## src/rtl/event_blinker_if.sv

```systemverilog
// Event-blinker signal bundle: event strobe in, blink level and queue status out.
// The ovf line exists only when EVENT_BLINKER_OVF_EN is defined.
interface event_blinker_if #(
    parameter int PEND_W = 3
);
    logic              D;
    logic              O;
    logic              busy;
    logic [PEND_W-1:0] pending;
`ifdef EVENT_BLINKER_OVF_EN
    logic              ovf;

    modport master (output D, input O, input busy, input pending, input ovf);
    modport slave  (input D, output O, output busy, output pending, output ovf);
`else
    modport master (output D, input O, input busy, input pending);
    modport slave  (input D, output O, output busy, output pending);
`endif
endinterface

```

## src/rtl/event_blinker.sv

```systemverilog
// Turns each event strobe into one ON_CYCLES-long pulse, queueing bursts and
// enforcing a GAP_CYCLES low gap; sticky overflow flag under EVENT_BLINKER_OVF_EN.
module event_blinker #(
    parameter int ON_CYCLES  = 4,
    parameter int GAP_CYCLES = 2,
    parameter int PEND_W     = 3
) (
    input  logic           clk,
    input  logic           reset,
    event_blinker_if.slave bus
);

    localparam int TMR_MAX = (ON_CYCLES > GAP_CYCLES) ? ON_CYCLES : GAP_CYCLES;
    localparam int TMR_W   = (TMR_MAX > 1) ? $clog2(TMR_MAX) : 1;

    localparam logic [TMR_W-1:0]  ON_LOAD  = TMR_W'(ON_CYCLES - 1);
    localparam logic [TMR_W-1:0]  GAP_LOAD = TMR_W'(GAP_CYCLES - 1);
    localparam logic [PEND_W-1:0] PEND_MAX = '1;

    localparam logic [1:0] IDLE = 2'd0;
    localparam logic [1:0] ON   = 2'd1;
    localparam logic [1:0] GAP  = 2'd2;

    logic [1:0]        state;
    logic [1:0]        state_nxt;
    logic [TMR_W-1:0]  timer;
    logic [TMR_W-1:0]  timer_nxt;
    logic [PEND_W-1:0] pending;
    logic              consume;
    logic              have_event;
    logic              o_q;
    logic              busy_q;

    // An event taken straight from D cancels its own increment, so the queue
    // only moves when exactly one of (arrival, consume) happens.
    function automatic logic [PEND_W-1:0] pend_sat(input logic [PEND_W-1:0] p,
                                                   input logic d,
                                                   input logic c);
        logic [PEND_W-1:0] r;
        r = p;
        if (d && !c) begin
            if (p != PEND_MAX) r = p + 1'b1;
        end else if (!d && c) begin
            r = p - 1'b1;
        end
        return r;
    endfunction

    assign have_event = bus.D || (pending != '0);

    always_comb begin
        state_nxt = state;
        timer_nxt = timer;
        consume   = 1'b0;
        case (state)
            IDLE: begin
                if (have_event) begin
                    consume   = 1'b1;
                    state_nxt = ON;
                    timer_nxt = ON_LOAD;
                end
            end
            ON: begin
                if (timer == '0) begin
                    state_nxt = GAP;
                    timer_nxt = GAP_LOAD;
                end else begin
                    timer_nxt = timer - 1'b1;
                end
            end
            GAP: begin
                if (timer != '0) begin
                    timer_nxt = timer - 1'b1;
                end else if (have_event) begin
                    consume   = 1'b1;
                    state_nxt = ON;
                    timer_nxt = ON_LOAD;
                end else begin
                    state_nxt = IDLE;
                    timer_nxt = '0;
                end
            end
            default: begin
                state_nxt = IDLE;
                timer_nxt = '0;
            end
        endcase
    end

    // O and busy are registered copies of the next state, so D never reaches O combinationally.
    always_ff @(posedge clk) begin
        if (reset) begin
            state   <= IDLE;
            timer   <= '0;
            pending <= '0;
            o_q     <= 1'b0;
            busy_q  <= 1'b0;
        end else begin
            state   <= state_nxt;
            timer   <= timer_nxt;
            pending <= pend_sat(pending, bus.D, consume);
            o_q     <= (state_nxt == ON);
            busy_q  <= (state_nxt != IDLE);
        end
    end

    assign bus.O       = o_q;
    assign bus.busy    = busy_q;
    assign bus.pending = pending;

`ifdef EVENT_BLINKER_OVF_EN
    logic drop;
    logic ovf_q;

    assign drop = bus.D && !consume && (pending == PEND_MAX);

    always_ff @(posedge clk) begin
        if (reset) ovf_q <= 1'b0;
        else if (drop) ovf_q <= 1'b1;
    end

    assign bus.ovf = ovf_q;
`endif

endmodule
```

## src/flat_wrapper.sv

```systemverilog
// flat-port wrapper written by rule: the top's interface ports become plain ports
module event_blinker_flat 
#(
    parameter int ON_CYCLES  = 4,
    parameter int GAP_CYCLES = 2,
    parameter int PEND_W     = 3
)
  (clk, reset, bus_D, bus_O, bus_busy, bus_pending);
  event_blinker_if #(.PEND_W(PEND_W)) bus_i ();
  input  logic clk;
  input  logic reset;
  input wire logic [$bits(bus_i.D)-1:0] bus_D;
  output wire logic [$bits(bus_i.O)-1:0] bus_O;
  output wire logic [$bits(bus_i.busy)-1:0] bus_busy;
  output wire logic [$bits(bus_i.pending)-1:0] bus_pending;
  assign bus_i.D = bus_D;
  assign bus_O = bus_i.O;
  assign bus_busy = bus_i.busy;
  assign bus_pending = bus_i.pending;
  event_blinker #(.ON_CYCLES(ON_CYCLES), .GAP_CYCLES(GAP_CYCLES), .PEND_W(PEND_W)) u_core (.clk(clk), .reset(reset), .bus(bus_i));
endmodule
```

## config.mk

```make
export PLATFORM = sky130hd
export DESIGN_NAME = event_blinker_flat
export DESIGN_NICKNAME = d
export VERILOG_FILES = /design/src/rtl/event_blinker_if.sv /design/src/rtl/event_blinker.sv /design/src/flat_wrapper.sv
export SDC_FILE = /design/constraint.sdc
export NUM_CORES = 1
export LEC_CHECK = 0
export ABC_CLOCK_PERIOD_IN_PS = 2050
export CORE_AREA = 10 10 47 49
export CTS_BUF_LIST = sky130_fd_sc_hd__clkbuf_4
export CTS_CLUSTER_DIAMETER = 150
export DETAILED_ROUTE_END_ITERATION = 6
export DIE_AREA = 0 0 57 59
export PLACE_DENSITY = 0.66
export SETUP_SLACK_MARGIN = 0.15
export SLEW_MARGIN = 10
export SYNTH_ARGS = -nofsm -noshare
export SYNTH_HDL_FRONTEND = slang
export SYNTH_SLANG_ARGS = --single-unit
```

## constraint.sdc

```tcl
create_clock -name clk -period 2.05 [get_ports clk]
set_input_delay 0.3075 -clock clk [delete_from_list [all_inputs] [get_ports clk]]
set_output_delay 0.3075 -clock clk [all_outputs]
set_load 0.02 [all_outputs]
```

# Word level (Yosys, flattened, before mapping)
# Cells that the tools add are included.
dict set report classes {
  reduce_logical 12
  n_eq_ne 6
  add_sub_neg 3
  muxes 16
}
# op count
set op_table {}
lappend op_table {{2-to-1 mux 2 bit} 7}
lappend op_table {{case mux 2 bit (3 select lines)} 2}
lappend op_table {{2-to-1 mux 3 bit} 3}
lappend op_table {{nonzero test 2 bit} 3}
lappend op_table {{equality test 2 x 1 -> 1 bit, second input constant} 2}
lappend op_table {{logical NOT 2 bit} 2}
lappend op_table {{adder 3 x 1 -> 3 bit, second input constant} 1}
lappend op_table {{2-to-1 mux 1 bit} 3}
lappend op_table {{!= test 3 bit, second input constant} 1}
lappend op_table {{nonzero test 3 bit} 1}
lappend op_table {{subtractor 3 x 1 -> 3 bit, second input constant} 1}
lappend op_table {{equality test 2 bit, second input constant} 1}
lappend op_table {{logical AND 1 bit} 2}
lappend op_table {{logical NOT 1 bit} 2}
lappend op_table {{!= test 2 x 1 -> 1 bit, second input constant} 1}
lappend op_table {{!= test 2 bit, second input constant} 1}
lappend op_table {{case mux 1 bit (2 select lines)} 1}
lappend op_table {{AND reduction 2 bit} 1}
lappend op_table {{subtractor 2 x 1 -> 2 bit, second input constant} 1}
lappend op_table {{logical OR 1 bit} 1}
dict set report word_totals {
  output_inout_bits 5
  inputBits 3
  reg_bits 9
}

# Depth between registers and ports, before layout
# Gate-level depths: netlist of run 1.
dict set report logic_depth {
  ltp_word 9
  mapped_depth 8
  depth_no_buf 7
}

# Least setup slack after synthesis of run 1
# OpenSTA, ideal clock, no wires.
dict set report synth_timing {
  path_kind {reg-to-reg}
  start {reg u_core.state[1]}
  end {reg u_core.pending[1], in the netlist u_core.bus.pending[1]}
  setup_time_ns 0.074
  required_time_ns 1.976
  path_stages_with_launch 8
  period_less_slack_ns 1.945
  n_path_buf 1
  arrival_ns 1.871
  setup_slack_ns 0.105
  cell_sequence {dfxtp_1 buf_2 o21a_2 o21ai_2 fa_1 inv_1 or4_1 a31oi_1}
}
dict set report synth_via {
  elab_chain_len 6
}
# item line_no
set synth_rtl {}
lappend synth_rtl {{from (decl)} event_blinker.sv:24} ;# logic [1:0] state;
lappend synth_rtl {{from (signal assigned)} event_blinker.sv:99} ;# state <= state_nxt;
lappend synth_rtl {{equality test 2 bit or logical NOT 2 bit (tied branches)} event_blinker.sv:55} ;# case (state)
lappend synth_rtl {{case mux 1 bit (2 select lines) (*)} event_blinker.sv:55}
lappend synth_rtl {{logical NOT 1 bit} event_blinker.sv:41} ;# if (d && !c) begin
lappend synth_rtl {{logical AND 1 bit} event_blinker.sv:41}
lappend synth_rtl {{!= test 2 bit (no source line) or nonzero test 2 bit (tied branches)} n/a}
lappend synth_rtl {{AND reduction 2 bit (no source line)} n/a}
lappend synth_rtl {{to (signal assigned)} event_blinker.sv:101} ;# pending <= pend_sat(pending, bus.D, consume);
lappend synth_rtl {{to (decl)} event_blinker.sv:28} ;# logic [PEND_W-1:0] pending;
# Every way passes the cells marked *; elsewhere a longest branch is shown, timed or not.
# A chain may end at the register's enable or synchronous reset.

# Worst setup path in the final report of run 1
dict set report layout_timing {
  start {reg u_core.timer[1]}
  end {reg u_core.pending[1], in the netlist u_core.bus.pending[1]}
}
dict set report layout_via {
  elab_chain_len 7
}
# item line_no
set layout_rtl {}
lappend layout_rtl {{from (decl)} event_blinker.sv:26} ;# logic [TMR_W-1:0] timer;
lappend layout_rtl {{from (signal assigned)} event_blinker.sv:100} ;# timer <= timer_nxt;
lappend layout_rtl {{nonzero test 2 bit (*)} event_blinker.sv:72} ;# if (timer != '0) begin
lappend layout_rtl {{2-to-1 mux 1 bit (*)} event_blinker.sv:72}
lappend layout_rtl {{case mux 1 bit (2 select lines) (*)} event_blinker.sv:55}
lappend layout_rtl {{logical NOT 1 bit} event_blinker.sv:41}
lappend layout_rtl {{logical AND 1 bit} event_blinker.sv:41}
lappend layout_rtl {{!= test 2 bit (no source line) or nonzero test 2 bit (tied branches)} n/a}
lappend layout_rtl {{AND reduction 2 bit (no source line)} n/a}
# Marked as above.

==> impl_metrics.py, run 1 <==
metrics = {
    "global_route": {
        "antenna_found_initial": 0,
        "grt_pass1_wl_um": 2020,
        "met1_usage_pct": 8.28,
        "gr-usage-all-layers_pct": 7.64,
        "grt_pass1_vias": 478,
        "grt_max_degree": 16,
        "gr-total-overflow": 0,
        "gr-usage-met3_pct": 4.29,
        "met2_usage_pct": 11.2,
        "top_usage_layer": "met2",
    },
    "timing": {
        "rsz0062_at_grt": "false",
        "worst_pin_slew_ns": 0.427,
        "fmax_mhz": 556,
        "drv_slew": 0,
        "finalHoldViolCount": 0,
        "fin_crit_sh_pct": 87.8,
        "setup_violations": 0,
        "clock_skew_ns": 0.00755,
        "min_period_ns": 1.80,
        "slew-limit-headroom_pct": 71.3,
    },
    "synthesis": {
        "synth_top_family_by_area": "compound AO/OA/AOI/OAI gates",
        "ys_types": 34,
        "ys_async_sr_fraction_pct": 0,
        "yosysTopAreaCell": "dfxtp_1",
        "synth-adder-area-share_pct": 3.64,
        "synth-compound-area-share_pct": 27.6,
        "synth_flop_cell": "dfxtp_1",
        "yosysSeqAreaShare_pct": 32.8,
        "syn_avg_cell_area_um2": 8.58,
        "synth-edff-count": 0,
        "synth_nets": 68,
        "netlist_top_cells_area": "dfxtp_1, nor2_1, a211oi_1, a21oi_1, buf_12",
        "synth_top_area_share_pct": 32.8,
        "synth_area_um2": 549,
        "synthTopCellsByCount": "dfxtp_1, nor2_1, a21oi_1, nand2_1",
        "ys_warn_count": 0,
        "synthSimpleGateAreaFrac_pct": 24.1,
        "muxShareOfSynthArea_pct": 0,
        "synth_cells": 64,
        "ys_ff_latch": 9,
        "synthXorXnorAreaFrac_pct": 1.59,
        "synthMostInstantiatedCell": "dfxtp_1",
    },
    "clock_network": {
        "numCtsBuffers": 3,
        "clock_path_buffers": 2,
        "path_clk_slew_ns": 0.07,
        "cts-root-buf": "clkbuf_4",
        "cts_tree": "done",
        "h-tree-depth": 1,
        "cts_sinks": 9,
        "holdBufCountCts": 0,
        "clkLatencyLatePin_ns": 0.27,
    },
    "critical_path": {
        "slowest_delay_ns": 0.52,
        "cp-start-kind": "register",
        "reg2regPathDepth": 6,
        "r2r-end": "u_core.bus.pending[1]",
        "arrival_ns": 1.99,
        "cp_max_fo": 4,
        "crit_family": "simple AND/OR/NAND/NOR gates",
        "crit_required_ns": 2.24,
        "rrSetupSlack_ns": 0.25,
        "crit_type": "register to register",
        "crit_chain": "o21a_4, o21ai_2, fa_1, inv_1, or4_1, a31oi_1",
        "critPathBufInv": 1,
        "crit_path_top_delay_cell": "or4_1",
        "r2r_start": "u_core.timer[1]",
        "worstSetupEndpointType": "register",
    },
    "drt": {
        "drt-initial-drc-count": 13,
        "via_per_inst": 5.49,
        "routedWlPerCell_um": 12.7,
        "drt_wl_total_um": 1230,
        "drtAntennaViolNets": 0,
        "drcViolationCount": 0,
        "dr_total_vias": 533,
        "drt_first_pass_iters": 2,
    },
    "layout": {
        "instances_no_fill": 97,
        "utilization_pct": 51.4,
        "fillCellCount": 150,
        "num_antenna_cells": 0,
        "finish.instance_area_um2": 721,
        "finalNetCount": 86,
        "layout-drive-gt1-share_pct": 28.4,
        "area_growth_pct": 31.2,
    },
    "floorplanning": {
        "ioPinCount": 8,
        "initial_core_util_pct": 39.2,
        "rows": 14,
        "die_area_mm2": 0.00336,
        "fp.dieW_um": 57,
        "die_height_um": 59,
        "coreArea_mm2": 0.00140,
    },
    "placed_design": {
        "dp.cells": 90,
        "post-dp-hpwl_um": 912,
        "place_congestion": 0.829,
        "port_buffers": 7,
        "postPlaceCellArea_um2": 664,
    },
    "job": {
        "cap_violations": 0,
    },
    "pwr": {
        "finalPower_uw": 1050,
        "vdd_drop_max_mv": 0.657,
        "power_leakage_uw": 0.000293,
        "powerDensity_mw_per_mm2": 1450,
    },
    "min_path": {
        "min_from": "bus_D",
        "hp-class": "input port to register",
        "min_to": "u_core.bus.pending[1]",
        "whs_path_depth": 4,
    },
    "status": {
        "outcome": "finished clean",
    },
}
## worst max path at each step
| stage | startpoint | end | slack [ns] | cells after the start |
|---|---|---|---|---|
| final | u_core.timer[1] | u_core.bus.pending[1] | 0.25 | 6 |
| after CTS | bus_D | u_core.bus.pending[1] | 0.17 | 6 |
| after floorplan | u_core.timer[0] | u_core.bus.pending[1] | 0.15 | 6 |
| after global routing | u_core.timer[1] | u_core.bus.pending[1] | 0.17 | 6 |
| after global placement | bus_D | u_core.bus.pending[1] | -0.07 | 6 |
| after detailed placement | bus_D | u_core.bus.pending[1] | -0.11 | 6 |
## stage by stage
stage	setup WS [ns]	TNS (ns)	hold WS [ns]
global placement	-0.0719	-0.0719	0.614
finish	0.250	0	0.511
CTS	0.170	0	0.645
floorplan	0.154	0	0.503
global route	0.171	0	0.517
detailed placement	-0.112	-0.112	0.629
## timing repair
item,4_1_cts,5_1_grt
setup buffers,0,3
hold endpoints to repair,0,0
resized for setup,0,4
setup endpoints to repair,0,1
## kinds of logic after synthesis
group,after synthesis
fa+ha+maj,1
simple gates,24
flops,9
xor+xnor,1
buf+inv,8
compound gates,21
## power by group
part | total [uW] | switching (uW) | leakage (uW) | internal, uW
clock | 141 | 68.4 | 0.0000177 | 72.1
sequential | 306 | 56.1 | 0.0000758 | 249
combinational | 601 | 308 | 0.000200 | 293
## final cells by class
cell class	count	area, um2	share of cell area, %
Timing Repair Buffer	19	163	22.6
Clock inverter	1	5.00	0.694
Sequential cell	9	184	25.5
Clock buffer	3	22.5	3.13
Inverter	2	7.51	1.04
Tap cell	16	20.0	2.78
Multi-Input combinational cell	47	319	44.3
## sequential cells by signal, summed over array words and instances (netlist names)
register,count
u_core.state,2
u_core.bus.busy,1
u_core.timer,2
u_core.bus.O,1
u_core.bus.pending,3
## cell usage in the layout (no fill, tap or decap), drive strengths merged
cell / instances
clkbuf: 3
a32oi: 1
or3b: 1
a21boi: 1
buf: 12
nor2: 8
a2111oi: 2
clkdlybuf4s50: 6
nand4: 1
a221oi: 1
o21a: 2
nand2: 4
a211o: 1
xnor2: 1
o41ai: 1
clkinv: 1
or4: 2
inv: 2
o21ai: 3
a21o: 1
a31oi: 1
a211oi: 3
dfxtp: 9
a21oi: 4
and3: 1
nand3: 3
dlymetal6s2s: 1
nor4: 2
fa: 1
nand3b: 2
## per-layer routing
metal	wire length (um)	part of all wire [%]
met1	561	46
met2	568	46
met3	81	6.6
met5	0	0
met4	19	1.5
## worst reg2reg max path, stage by stage, from the launching register on
cell and delay [ns]:
dfxtp_2 0.34, o21a_4 0.15, o21ai_2 0.07, fa_1 0.47, inv_1 0.04, or4_1 0.52, a31oi_1 0.13
Note: power is estimated with default switching activity, not from simulation.
==> run 2, diff against run 1 <==
GPL_ROUTABILITY_DRIVEN = 0   (was unset)
MAX_ROUTING_LAYER = met4   (was unset)
==> impl_metrics.py, run 2 (synthesis gave the netlist of run 1 again) <==
metrics = {
    "placed_design": {
        "port_buffers": 7,
        "postPlaceCellArea_um2": 664,
        "post-dp-hpwl_um": 912,
    },
    "drt": {
        "dr_total_vias": 533,
        "drt-initial-drc-count": 13,
        "highest_layer": "met4",
        "routedWlPerCell_um": 12.7,
        "drcViolationCount": 0,
        "route.met2.wl_um": 568,
        "drtAntennaViolNets": 0,
        "via_per_inst": 5.49,
        "drt_wl_total_um": 1230,
        "routed-wl-met3_um": 44,
        "drt_first_pass_iters": 2,
        "wl_met1_um": 598,
    },
    "timing": {
        "setup_violations": 0,
        "tns_ns": 0,
        "fin_crit_sh_pct": 87.8,
        "fmax_mhz": 556,
        "slew-limit-headroom_pct": 71.3,
        "finalHoldViolCount": 0,
        "clock_skew_ns": 0.00755,
        "worst_pin_slew_ns": 0.427,
        "rsz0062_at_grt": "false",
        "holdWs_ns": 0.511,
        "drv_slew": 0,
        "min_period_ns": 1.80,
    },
    "clock_network": {
        "holdBufCountCts": 0,
        "clkLatencyLatePin_ns": 0.27,
        "clock_path_buffers": 2,
        "path_clk_slew_ns": 0.07,
        "cts_tree": "done",
        "h-tree-depth": 1,
        "cts_sinks": 9,
        "numCtsBuffers": 3,
        "cts-root-buf": "clkbuf_4",
    },
    "floorplanning": {
        "rows": 14,
        "ioPinCount": 8,
        "die_height_um": 59,
        "die_area_mm2": 0.00336,
        "coreArea_mm2": 0.00140,
        "initial_core_util_pct": 39.2,
        "fp.dieW_um": 57,
    },
    "global_route": {
        "grt_pass1_vias": 478,
        "gr-usage-all-layers_pct": 7.85,
        "gr-total-overflow": 0,
        "grt_max_degree": 16,
        "antenna_found_initial": 0,
        "grt_pass1_wl_um": 2020,
    },
    "layout": {
        "layout-drive-gt1-share_pct": 28.4,
        "num_antenna_cells": 0,
        "utilization_pct": 51.4,
        "area_growth_pct": 31.2,
        "largest_reg_flops": 3,
        "layout_common_cells": "buf_4, nor2_1, clkdlybuf4s50_1, dfxtp_1",
        "final_common_cell": "buf_4",
        "max_flop_register": "u_core.bus.pending",
        "finalNetCount": 86,
        "finish.instance_area_um2": 721,
        "reg.largest.list": "u_core.bus.pending: 3 flops, u_core.state: 2 flops, u_core.timer: 2 flops",
    },
    "pwr": {
        "swShare_pct": 41.3,
        "power.internal_uw": 615,
        "power_leakage_uw": 0.000293,
        "p_comb_share_pct": 57.4,
        "power_switching_uw": 432,
        "p_seq_share_pct": 29.2,
        "vdd_drop_max_mv": 0.657,
        "power_frac_clock_pct": 13.4,
        "powerDensity_mw_per_mm2": 1450,
    },
    "critical_path": {
        "critPathBufInv": 1,
        "crit_family": "simple AND/OR/NAND/NOR gates",
        "cp_max_fo": 4,
        "crit_chain": "o21a_4, o21ai_2, fa_1, inv_1, or4_1, a31oi_1",
        "crit_required_ns": 2.24,
        "crit_path_top_delay_cell": "or4_1",
        "arrival_ns": 1.99,
        "slowest_delay_ns": 0.52,
        "worstSetupEndpointType": "register",
        "cp-start-kind": "register",
        "crit_type": "register to register",
        "rrSetupSlack_ns": 0.25,
    },
    "min_path": {
        "hp-class": "input port to register",
    },
    "job": {
        "cap_violations": 0,
    },
    "status": {
        "outcome": "finished clean",
    },
}
==> run 2: cell counts in the layout (fill, tap and decap cells not counted) <==
Identical to the previous run, type by type.
==> run 2: cell type report <==
cell class / count / area [um2]
Clock inverter: 1 / 5.00
Multi-Input combinational cell: 47 / 319
Sequential cell: 9 / 184
Inverter: 2 / 7.51
Timing Repair Buffer: 19 / 163
Clock buffer: 3 / 22.5
Fill cell: 150 / 681
Tap cell: 16 / 20.0
==> run 2: worst register-to-register path, cell delays in order (launching register included) <==
cell,delay (ns)
dfxtp_2,0.34
o21a_4,0.15
o21ai_2,0.07
fa_1,0.47
inv_1,0.04
or4_1,0.52
a31oi_1,0.13
==> run 2: worst paths after layout <==
kind              startpoint                    end  cells past startpoint
max          u_core.timer[1]  u_core.bus.pending[1]                      6
min                    bus_D  u_core.bus.pending[1]                      4
max reg2reg  u_core.timer[1]  u_core.bus.pending[1]                      6
min reg2reg  u_core.state[1]        u_core.bus.busy                      2
==> run 2: power by group through the flow <==
stage	Sequential [uW]	Clock (uW)	Combinational [uW]
6_report	306	141	601
5_1_grt	315	158	680
4_1_cts	302	145	590
3_5_place_dp	305	0	589
3_3_place_gp	303	0	583
2_1_floorplan	364	0	358
==> run 2: layer usage <==
metal | global-route usage, % | vias to the layer above
met2 | 11.2 | 7
li1 | - | 278
met5 | - | -
met1 | 8.76 | 244
met3 | 3.43 | 4
met4 | 5.03 | 0
==> run 2: metrics by stage <==
step                      worst slack (ns)  instances  total power (uW)
after floorplan                      0.154         64               722
after global placement             -0.0719         90               887
after detailed placement            -0.112         90               893
after CTS                            0.170         94              1040
after global routing                 0.171         97              1150
final                                0.250         97              1050
==> run 2: what timing repair did <==
action                                  4_1_cts  5_1_grt
setup buffers                                 0        3
resized for setup                             0        4
endpoints found under the setup margin        0        1
